**config.mk**
```make
export PLATFORM = sky130hd
export DESIGN_NAME = pixel_color_encoder_flat
export DESIGN_NICKNAME = d
export VERILOG_FILES = /design/src/rtl/pixel_color_encoder_if.sv /design/src/rtl/pixel_color_encoder.sv /design/src/flat_wrapper.sv
export SDC_FILE = /design/constraint.sdc
export NUM_CORES = 1
export LEC_CHECK = 0
export CAP_MARGIN = 10
export CORE_MARGIN = 2
export CORE_UTILIZATION = 30
export CTS_CLUSTER_SIZE = 25
export DETAILED_ROUTE_END_ITERATION = 8
export PLACE_DENSITY = 0.61
export RECOVER_POWER = 25
export SLEW_MARGIN = 10
export SYNTH_ARGS = -nofsm -noshare
export SYNTH_HDL_FRONTEND = slang
export SYNTH_SLANG_ARGS = --single-unit
```
**constraint.sdc**
```tcl
create_clock -name clk -period 2.2 [get_ports clk]
set_input_delay 0.33 -clock clk [delete_from_list [all_inputs] [get_ports clk]]
set_output_delay 0.33 -clock clk [all_outputs]
set_load 0.005 [all_outputs]
```
**src/rtl/pixel_color_encoder_if.sv**
```systemverilog
`default_nettype none
// ============================================================================
// Module   : pixel_color_encoder_if
// Purpose  : Word-in / code-out stream bundle of the pixel colour encoder.
//            master = upstream word source plus downstream code sink
//            slave  = the encoder itself
// Revision : 1.0  initial release
// ============================================================================
interface pixel_color_encoder_if;
   logic        in_valid;
   logic        in_ready;
   logic [47:0] in_data;
   logic [7:0]  in_alpha;
   logic        in_last;
   logic        out_valid;
   logic        out_ready;
   logic [7:0]  out_code;
   logic        out_last;

   modport master (
      output in_valid, in_data, in_alpha, in_last, out_ready,
      input  in_ready, out_valid, out_code, out_last
   );

   modport slave (
      input  in_valid, in_data, in_alpha, in_last, out_ready,
      output in_ready, out_valid, out_code, out_last
   );
endinterface
`default_nettype wire

```
**src/rtl/pixel_color_encoder.sv**
```systemverilog
`default_nettype none
// ============================================================================
// Module   : pixel_color_encoder
// Purpose  : Quantizes packed two-pixel RGB words plus alpha into 8-bit
//            {B,G,R,A} colour codes and serializes them, pixel1 first, onto a
//            valid/ready stream. pix_cnt counts delivered codes per frame.
// Options  : COLOR_ERR_DIFFUSE_EN - per-channel (R,G,B) error diffusion
// Revision : 1.0  initial release
// ============================================================================
module pixel_color_encoder #(
   parameter int PIX_CNT_W = 16
) (
   input  wire                  clk,
   input  wire                  rst_n,
   pixel_color_encoder_if.slave bus,
   output logic [PIX_CNT_W-1:0] pix_cnt
);

   localparam logic [1:0] c_IDLE    = 2'd0;
   localparam logic [1:0] c_EMIT_HI = 2'd1;
   localparam logic [1:0] c_EMIT_LO = 2'd2;

   // Channel value to 2-bit code, fixed decision thresholds 32/128/224.
   function automatic logic [1:0] f_quant_ch(input logic [7:0] v);
      logic [1:0] q;
      if (v < 8'd32)       q = 2'b00;
      else if (v < 8'd128) q = 2'b01;
      else if (v < 8'd224) q = 2'b10;
      else                 q = 2'b11;
      return q;
   endfunction

   // Alpha value to 2-bit code, thresholds 13/38/63.
   function automatic logic [1:0] f_quant_alpha(input logic [7:0] v);
      logic [1:0] q;
      if (v < 8'd13)      q = 2'b00;
      else if (v < 8'd38) q = 2'b01;
      else if (v < 8'd63) q = 2'b10;
      else                q = 2'b11;
      return q;
   endfunction

   logic [1:0]           r_state;
   logic [23:0]          r_pix0;
   logic [1:0]           r_alpha_q;
   logic                 r_last;
   logic [7:0]           r_code;
   logic                 r_last_out;
   logic [PIX_CNT_W-1:0] r_pix_cnt;

   logic                 w_out_valid;
   logic                 w_in_ready;
   logic                 w_accept;
   logic                 w_hs;
   logic                 w_load;
   logic [23:0]          w_pix;
   logic [1:0]           w_alpha_q;
   logic [7:0]           w_e [3];
   logic [7:0]           w_code;

   // Stream handshakes; the input side reopens while the final code of a
   // word is being taken so words can follow each other without a bubble.
   assign w_out_valid = (r_state == c_EMIT_HI) || (r_state == c_EMIT_LO);
   assign w_in_ready  = (r_state == c_IDLE) || ((r_state == c_EMIT_LO) && bus.out_ready);
   assign w_accept    = bus.in_valid && w_in_ready;
   assign w_hs        = w_out_valid && bus.out_ready;
   assign w_load      = w_accept || ((r_state == c_EMIT_HI) && bus.out_ready);

   // A freshly accepted word supplies pixel1 straight from the bus; otherwise
   // the held pixel0 is the next one to encode.
   assign w_pix     = w_accept ? bus.in_data[47:24] : r_pix0;
   assign w_alpha_q = w_accept ? f_quant_alpha(bus.in_alpha) : r_alpha_q;

`ifdef COLOR_ERR_DIFFUSE_EN
   // Residual level of each code: nominal reconstruction levels 0/63/191/255.
   function automatic logic [7:0] f_level(input logic [1:0] c);
      logic [7:0] l;
      case (c)
         2'b00:   l = 8'd0;
         2'b01:   l = 8'd63;
         2'b10:   l = 8'd191;
         default: l = 8'd255;
      endcase
      return l;
   endfunction

   logic signed [8:0] r_res [3];
   logic [7:0]        r_e [3];
   logic signed [8:0] w_res_eff [3];
   logic [9:0]        w_sum [3];

   // Residual as it stands after this edge, folded into the pixel being
   // loaded so a code loaded on a handshake sees the freshly updated error.
   always_comb begin
      for (int c = 0; c < 3; c++) begin
         w_res_eff[c] = r_res[c];
         if (w_hs) begin
            if (r_last_out) begin
               w_res_eff[c] = '0;
            end else begin
               w_res_eff[c] = $signed({1'b0, r_e[c]})
                            - $signed({1'b0, f_level(r_code[2*c+2 +: 2])});
            end
         end
         w_sum[c] = {2'b00, w_pix[23-8*c -: 8]} + {w_res_eff[c][8], w_res_eff[c]};
         if (w_sum[c][9])      w_e[c] = 8'd0;
         else if (w_sum[c][8]) w_e[c] = 8'hFF;
         else                  w_e[c] = w_sum[c][7:0];
      end
   end

   // Residual and diffused-value registers; both restart from zero on reset.
   always_ff @(posedge clk) begin
      if (!rst_n) begin
         for (int c = 0; c < 3; c++) begin
            r_res[c] <= '0;
            r_e[c]   <= '0;
         end
      end else begin
         for (int c = 0; c < 3; c++) begin
            r_res[c] <= w_res_eff[c];
            if (w_load) begin
               r_e[c] <= w_e[c];
            end
         end
      end
   end
`else
   // Plain nearest-level quantization: channels feed the quantizer directly.
   always_comb begin
      for (int c = 0; c < 3; c++) begin
         w_e[c] = w_pix[23-8*c -: 8];
      end
   end
`endif

   assign w_code = {f_quant_ch(w_e[2]), f_quant_ch(w_e[1]),
                    f_quant_ch(w_e[0]), w_alpha_q};

   // Control FSM plus word holding and code output registers.
   always_ff @(posedge clk) begin
      if (!rst_n) begin
         r_state    <= c_IDLE;
         r_pix0     <= '0;
         r_alpha_q  <= '0;
         r_last     <= 1'b0;
         r_code     <= '0;
         r_last_out <= 1'b0;
      end else if (w_accept) begin
         r_state    <= c_EMIT_HI;
         r_pix0     <= bus.in_data[23:0];
         r_alpha_q  <= f_quant_alpha(bus.in_alpha);
         r_last     <= bus.in_last;
         r_code     <= w_code;
         r_last_out <= 1'b0;
      end else begin
         case (r_state)
            c_IDLE: begin
               r_state <= c_IDLE;
            end
            c_EMIT_HI: begin
               if (bus.out_ready) begin
                  r_state    <= c_EMIT_LO;
                  r_code     <= w_code;
                  r_last_out <= r_last;
               end
            end
            c_EMIT_LO: begin
               if (bus.out_ready) begin
                  r_state    <= c_IDLE;
                  r_last_out <= 1'b0;
               end
            end
            default: begin
               r_state    <= c_IDLE;
               r_last_out <= 1'b0;
            end
         endcase
      end
   end

   // Delivered-code counter; an end-of-frame code restarts it at zero.
   always_ff @(posedge clk) begin
      if (!rst_n) begin
         r_pix_cnt <= '0;
      end else if (w_hs) begin
         if (r_last_out) r_pix_cnt <= '0;
         else            r_pix_cnt <= r_pix_cnt + 1'b1;
      end
   end

   assign bus.in_ready  = w_in_ready;
   assign bus.out_valid = w_out_valid;
   assign bus.out_code  = r_code;
   assign bus.out_last  = r_last_out;
   assign pix_cnt       = r_pix_cnt;

endmodule
`default_nettype wire

```
**src/flat_wrapper.sv**
```systemverilog
// flat-port wrapper written by rule: the top's interface ports become plain ports
module pixel_color_encoder_flat 
#(
   parameter int PIX_CNT_W = 16
)
  (clk, rst_n, pix_cnt, bus_in_valid, bus_in_data, bus_in_alpha, bus_in_last, bus_out_ready, bus_in_ready, bus_out_valid, bus_out_code, bus_out_last);
  pixel_color_encoder_if bus_i ();
  input  wire clk;
  input  wire rst_n;
  output logic [PIX_CNT_W-1:0] pix_cnt;
  input wire logic [$bits(bus_i.in_valid)-1:0] bus_in_valid;
  input wire logic [$bits(bus_i.in_data)-1:0] bus_in_data;
  input wire logic [$bits(bus_i.in_alpha)-1:0] bus_in_alpha;
  input wire logic [$bits(bus_i.in_last)-1:0] bus_in_last;
  input wire logic [$bits(bus_i.out_ready)-1:0] bus_out_ready;
  output wire logic [$bits(bus_i.in_ready)-1:0] bus_in_ready;
  output wire logic [$bits(bus_i.out_valid)-1:0] bus_out_valid;
  output wire logic [$bits(bus_i.out_code)-1:0] bus_out_code;
  output wire logic [$bits(bus_i.out_last)-1:0] bus_out_last;
  assign bus_i.in_valid = bus_in_valid;
  assign bus_i.in_data = bus_in_data;
  assign bus_i.in_alpha = bus_in_alpha;
  assign bus_i.in_last = bus_in_last;
  assign bus_i.out_ready = bus_out_ready;
  assign bus_in_ready = bus_i.in_ready;
  assign bus_out_valid = bus_i.out_valid;
  assign bus_out_code = bus_i.out_code;
  assign bus_out_last = bus_i.out_last;
  pixel_color_encoder #(.PIX_CNT_W(PIX_CNT_W)) u_core (.clk(clk), .rst_n(rst_n), .bus(bus_i), .pix_cnt(pix_cnt));
endmodule
```
==> results.md, run 1 <==
- Tot GR Track Use: between 10 and 15%
- First-pass GRT wire length: about 7.2 mm
- Final period util: around nine tenths
- Area grow syn2layout: 45.9%
- Ys async rst share: 0%
- Top layer reached by signal wires: met4
- Root Driver: clkbuf_8
- Register area: approximately 780 sq um
- Worst Path Max Fanout: 4
- Multi-input gate area: roughly 940 sq um
- Remaining antenna violation count after routing: 0
- Netlist cell types: 41
- Clock Latency Late Sink: 0.29 ns
- Fmax: 495 MHz
- Largest net degree at the start of global routing: 17
- Layout cells sized above 1: 8.80%
- Syn nets: between 200 and 300
- Pre-antenna DRT Iters: 4
- Layout Cells excl Fill: around 360
- Synth Area per Inst: roughly 8 sq um
- Crit Path Class: flip-flop to output pin
- Number of synthesized flops with an enable pin: 0
- Most frequent cells in the layout: nand2_1 (46), clkdlybuf4s50_1 (42), dfxtp_1 (39), nor2_1 (19), a21oi_1 (19)
- Outcome: complete, no violations
- Clock sinks: 39
- Routed wl met2: 2.00 mm
- Inst Count DP: approximately 350
- Worst Max-Slew Pin Slew: approximately 0.74 ns
- M1 WL: around 2.1 mm
- Initial antenna violation count: 0
- Antenna diodes: 0
- DRC viols: 0
- Leakage: 0.000982 uW
- WL met3: approximately 180 um
- RSZ-0062 raised after global routing: no
- Core area: 5610 sq um
- Worst Hold Class: flip-flop to flip-flop
- Post-synthesis register bit count: 39
- Register area share after synthesis: between 40% and 50%
- Final-report hold violation count: 0
- Total Wirelength: about 4.4 mm
- CP arrival: between 1.5 and 2 ns
- CTS tree: yes
- IO Port Bufs: between 50 and 60
- # Max-Cap Violations: 0
- Die area: between 6000 and 7000 sq um
- FP Rows: 27
- # nets final: between 300 and 400
- Initial core utilization: between 30% and 40%
- CP required: 1.87 ns
- Clock skew: ~0.0095 ns
- VDD IR max: 0.000373 V
- Die H: 80.9 um
- GR Overflow Total: 0
- Post-CTS setup buffers: 0
- Max-slew violations: 0
- TritonCTS Buffers: 5
- Final setup fails: 0
- Detailed Place HPWL: 3.23 mm
- Setup TNS: 0 ns
- Initial drt markers: 55
- Pwr dens: 625 nW/um^2
- Via count: 1729
- Fin crit period: a little over 2 ns
- IO Count: 88
- Area of the mapped netlist: 1770 sq um
- Vias in the first global route: between 1000 and 1500
- CTS H-tree depth: 2
- Drt wl/cell: 12.3 um
- Worst slew margin: between 50% and 60%
- Fill count: roughly 600
- Clock slew at reported path FFs: about 0.080 ns
- Most common cell after layout, fill and taps aside: nand2_1
- Placer Congestion: approximately 0.81
- Startpoint types: flip-flop
- Drt via density: around 5
- CTS Buffer Depth: 2
- Syn Inst Count: 217
- Yosys warning count: 0
- Setup crit end kind: output pin
- Post-synth top flop: dfxtp_1
- Chip width: between 80 and 90 um
## Yosys cell counts, drive strengths merged, types with 4 or more instances
| cell type | instances | share of area [%] |
|---|---|---|
| or3 | 4 | 1.8 |
| dfxtp | 39 | 44 |
| nand2 | 47 | 10 |
| o21ai | 8 | 2.3 |
| nor2 | 19 | 4.0 |
| o211ai | 7 | 3.0 |
| ha | 4 | 2.8 |
| a21oi | 20 | 5.6 |
| clkbuf | 4 | 0.85 |
| xor2 | 9 | 4.4 |
| inv | 9 | 1.9 |
| nand3 | 4 | 1.1 |
| nand4 | 5 | 1.8 |
## through the flow
step           utilization, %  hold slack (ns)  power, uW  worst slack [ns]  cell area (sq um)
2_1_floorplan               -            0.437        875             0.401               1770
3_3_place_gp             44.0            0.448       1010             0.118               2470
3_5_place_dp             44.0            0.452       1020             0.119               2470
4_1_cts                  46.1            0.463       1640            0.0869               2590
5_1_grt                  46.1            0.493       1690            0.0698               2590
6_report                 46.1            0.458       1620             0.180               2590
## power breakdown
part	switching [uW]	total, uW	internal, uW
combinational	109	238	129
sequential	17.3	756	739
clock	254	621	367
total	381	1620	1230
## critical path: stages (launching register included)
cell	delay, ns
dfxtp_1	0.36
inv_1	0.07
ha_1	0.24
a21oi_2	0.19
inv_1	0.09
clkdlybuf4s50_1	0.44
## sequential cells by signal (all words and copies together), names as in the netlist
register and flops:
u_core.pix_cnt 16, u_core.r_pix0 9, u_core.bus.out_code 8, u_core.r_alpha_q 2, u_core.r_state 2, u_core.bus.out_last 1
u_core.r_last 1
## cell type report
| type | count | area share [%] |
|---|---|---|
| tap | 72 | 3.48 |
| inverter | 9 | 1.31 |
| timing repair buffer | 65 | 24.2 |
| clock buffer | 6 | 3.19 |
| sequential | 39 | 30.2 |
| clock inverter | 2 | 1.35 |
| multi-input combinational | 163 | 36.2 |
## timing repair
action	in CTS	in global routing
hold buffers	0	0
resized for setup	0	1
endpoints found under the setup margin	0	1
## worst paths after layout
| kind | end | depth (start not counted) | slack (ns) | from |
|---|---|---|---|---|
| max | bus_in_ready | 5 | 0.18 | u_core.r_state[0] |
| min | u_core.r_pix0[5] | 2 | 0.46 | u_core.r_pix0[5] |
| max reg2reg | u_core.pix_cnt[15] | 6 | 0.23 | u_core.r_state[1] |
| min reg2reg | u_core.r_pix0[5] | 2 | 0.46 | u_core.r_pix0[5] |
## metal layers
metal	vias to the layer above	track usage, %
met3	9	2.89
li1	891	-
met2	35	21.2
met1	794	19.1
met4	0	6.44
met5	-	0
## kinds of logic (layout without fill, tap and decap cells)
kind of cell | Yosys count | after routing | synth area share [%]
DFF | 39 | 39 | 44.0
buffers and inverters | 15 | 82 | 3.32
muxes | 1 | 1 | 0.565
and+or+nand+nor | 95 | 95 | 25.3
xor gates and xnor gates | 11 | 11 | 5.43
adders and majority gates | 6 | 6 | 3.95
AOI/OAI and AO/OA | 50 | 50 | 17.4
Power figures use the tool's default switching activity.
==> inputs of run 2 (changes only) <==
--- a/config.mk
+++ b/config.mk
@@ -8,9 +8,8 @@
 export CAP_MARGIN = 10
 export CORE_MARGIN = 2
 export CORE_UTILIZATION = 30
-export CTS_CLUSTER_SIZE = 25
 export DETAILED_ROUTE_END_ITERATION = 8
-export PLACE_DENSITY = 0.61
+export PLACE_DENSITY = 0.63
 export RECOVER_POWER = 25
 export SLEW_MARGIN = 10
 export SYNTH_ARGS = -nofsm -noshare
==> constraint.sdc (replaced) <==
create_clock -name clk -period 1.8 [get_ports clk]
set_input_delay 0.27 -clock clk [delete_from_list [all_inputs] [get_ports clk]]
set_output_delay 0.27 -clock clk [all_outputs]
set_load 0.005 [all_outputs]
==> run 2 against run 1 <==
Compared with the run above:
- first-iteration DRC count is 16% lower
- sequential share of layout area shrank 2.1 points
- register-to-register slack worse by 0.16 ns
- highest routed layer unchanged
- global-route usage is 0.057 points lower
- largest power group unchanged
- clock skew down 0.0047 ns
- flip-flop and latch count unchanged
- core utilization is 3.5 points higher
- via count up 2.3%
- power is 17% higher
==> results.md, run 2 (synthesis results as in run 1) <==
- Layout Cells excl Fill: 377 (+5.9%)
- Via count: 1769 (+2.3%)
- CTS Buffer Depth: 2 (unchanged)
- Vias in the first global route: 1657 (+12%)
- Final-report hold violation count: 0 (unchanged)
- Placer Congestion: 0.753 (-7.4%)
- CTS H-tree depth: 2 (unchanged)
- Die H: 80.9 um (unchanged)
- Clock Latency Late Sink: 0.28 ns (about the same)
- Setup crit end kind: flip-flop
- IO Count: 88 (unchanged)
- Final period util: 96.3%
- # nets final: 369 (+6.0%)
- Most frequent cells in the layout: nand2_1 (45), clkdlybuf4s50_1 (43), dfxtp_1 (37), buf_4 (26), nor2_1 (19)
- Most common cell after layout, fill and taps aside: nand2_1
- Fin crit period: 1.73 ns
- Chip width: 80.9 um (unchanged)
- Worst Hold Class: flip-flop to flip-flop
- Crit Path Class: flip-flop to flip-flop
- Antenna diodes: 0 (unchanged)
- First-pass GRT wire length: 7.22 mm (+0.87%)
- Fmax: 577 MHz
- Inst Count DP: 368 (+5.7%)
- Initial drt markers: 46 (-16%)
- Outcome: complete, no violations
- Root Driver: clkbuf_8
- Initial antenna violation count: 0 (unchanged)
- IO Port Bufs: 57 (unchanged)
- Worst Max-Slew Pin Slew: 0.332 ns (-0.406 ns)
- Clock slew at reported path FFs: 0.07 ns (about the same)
- VDD IR max: 0.000477 V (+28%)
- Die area: 6540 sq um (unchanged)
- DRC viols: 0 (unchanged)
- CP arrival: 1.96 ns (+0.27 ns)
- Hold Path Stages: 2 (unchanged)
- R2R Setup Slk: 0.07 ns (-0.16 ns)
- Detailed Place HPWL: 3.42 mm (+6.1%)
- Setup TNS: 0 ns (unchanged)
- Hold-fix buffers, CTS: 0 (unchanged)
- RSZ-0062 raised after global routing: yes
- Reg2reg path depth: 6 (unchanged)
- GR Overflow Total: 0 (unchanged)
- Clock skew: 0.00486 ns (-0.00469 ns)
- Remaining antenna violation count after routing: 0 (unchanged)
- Worst Path Max Fanout: 5 (+1)
- Largest register FFs: 16 (unchanged)
- Area grow syn2layout: 57.1%
- FP Rows: 27 (unchanged)
- CP required: 2.02 ns (+0.15 ns)
- Worst slew margin: 77.7% (+27 points)
- Final setup fails: 0 (unchanged)
- Leakage: 0.00109 uW (+10%)
- Clock sinks: 39 (unchanged)
- Layout cells sized above 1: 17.4% (+8.6 points)
- TritonCTS Buffers: 5 (unchanged)
- Core area: 5610 sq um (unchanged)
- Total Wirelength: 4.42 mm (+0.75%)
- Max-slew violations: 0 (unchanged)
- Pwr dens: 678 nW/um^2 (+8.5%)
- Final setup margin: 0.0672 ns (-0.113 ns)
- Pre-antenna DRT Iters: 4 (unchanged)
- Largest net degree at the start of global routing: 19 (+2)
- Drt via density: 4.69 (-3.4%)
- Total Power: 1890 uW (+17%)
- Initial core utilization: 31.6% (unchanged)
- DP Worst Slack: -0.153 ns (-0.272 ns)
- Drt wl/cell: 11.7 um (-4.9%)
- Tot GR Track Use: 14.0% (-0.057 points)
- CTS tree: yes
- Startpoint types: flip-flop
- # Max-Cap Violations: 0 (unchanged)
- Fin Hold WS: 0.459 ns (+0.000830 ns)
## run 2: cell count changes in the layout (fill, tap and decap cells not counted), moves of 2 or more
cell           previous run  this run
buf_12                    0         2
a21oi_2                   1         3
dlygate4sd3_1            15        12
or4_4                     0         2
dfxtp_1                  39        37
dlygate4sd2_1             0         2
a21oi_1                  19        17
buf_4                     7        26
dfxtp_2                   0         2
## run 2: metrics by stage
| stage | utilization (%) | instance area (sq um) |
|---|---|---|
| CTS | 49.3 | 2770 |
| detailed placement | 47.1 | 2640 |
| global route | 49.7 | 2790 |
| global placement | 47.1 | 2640 |
| finish | 49.7 | 2790 |
| floorplan | - | 1770 |
## run 2: worst paths after layout
check                     from            endpoint
max          u_core.r_state[1]  u_core.pix_cnt[15]
min           u_core.r_pix0[5]    u_core.r_pix0[5]
max reg2reg  u_core.r_state[1]  u_core.pix_cnt[15]
min reg2reg   u_core.r_pix0[5]    u_core.r_pix0[5]
## run 2: critical path: stages, from the launching register on
cell and delay (ns):
dfxtp_2 0.33, inv_1 0.07, ha_4 0.27, nand2_2 0.08, or3_4 0.37, or4_4 0.42, a21oi_2 0.13
## run 2: timing repair
| action | 4_1_cts | 5_1_grt |
|---|---|---|
| buffers inserted | 1 | 0 |
| endpoints found under the hold margin | 0 | 0 |
| endpoints found under the setup margin | 3 | 5 |
| pin swaps | 1 | 1 |
| resized for setup | 6 | 8 |
## run 2: cell type report
class,count,area [sq um]
flip-flops and latches,39,783
clock buffers,8,100
well taps,72,90.1
fillers,593,2820
inverters,9,33.8
repair buffers,86,807
multi-input cells,163,971
## run 2: report_power, final
group          internal [uW]  switching, uW
sequential               904           19.9
combinational            187            144
clock                    350            284
## run 2: routing by layer
layer / vias up / track usage (%) / routed length [um]
met2: 30 / 23.1 / 2120
met1: 803 / 17.7 / 2050
met3: 6 / 3.22 / 161
met4: 0 / 5.25 / 79
met5: - / 0 / 0
li1: 930 / - / -
==> inputs of run 3 (changes only) <==
--- a/config.mk
+++ b/config.mk
@@ -8,7 +8,9 @@
 export CAP_MARGIN = 10
 export CORE_MARGIN = 2
 export CORE_UTILIZATION = 30
+export CTS_CLUSTER_DIAMETER = 60
 export DETAILED_ROUTE_END_ITERATION = 8
+export MAX_ROUTING_LAYER = met4
 export PLACE_DENSITY = 0.63
 export RECOVER_POWER = 25
 export SLEW_MARGIN = 10
==> results of run 3 <==
No change in the layout: final DEF, timing and power equal those of run 2.
Main changes from that run: final weighted congestion in routability-driven placement 0.753 -> 0.763; overall routing resource usage 14.0% -> 14.4%
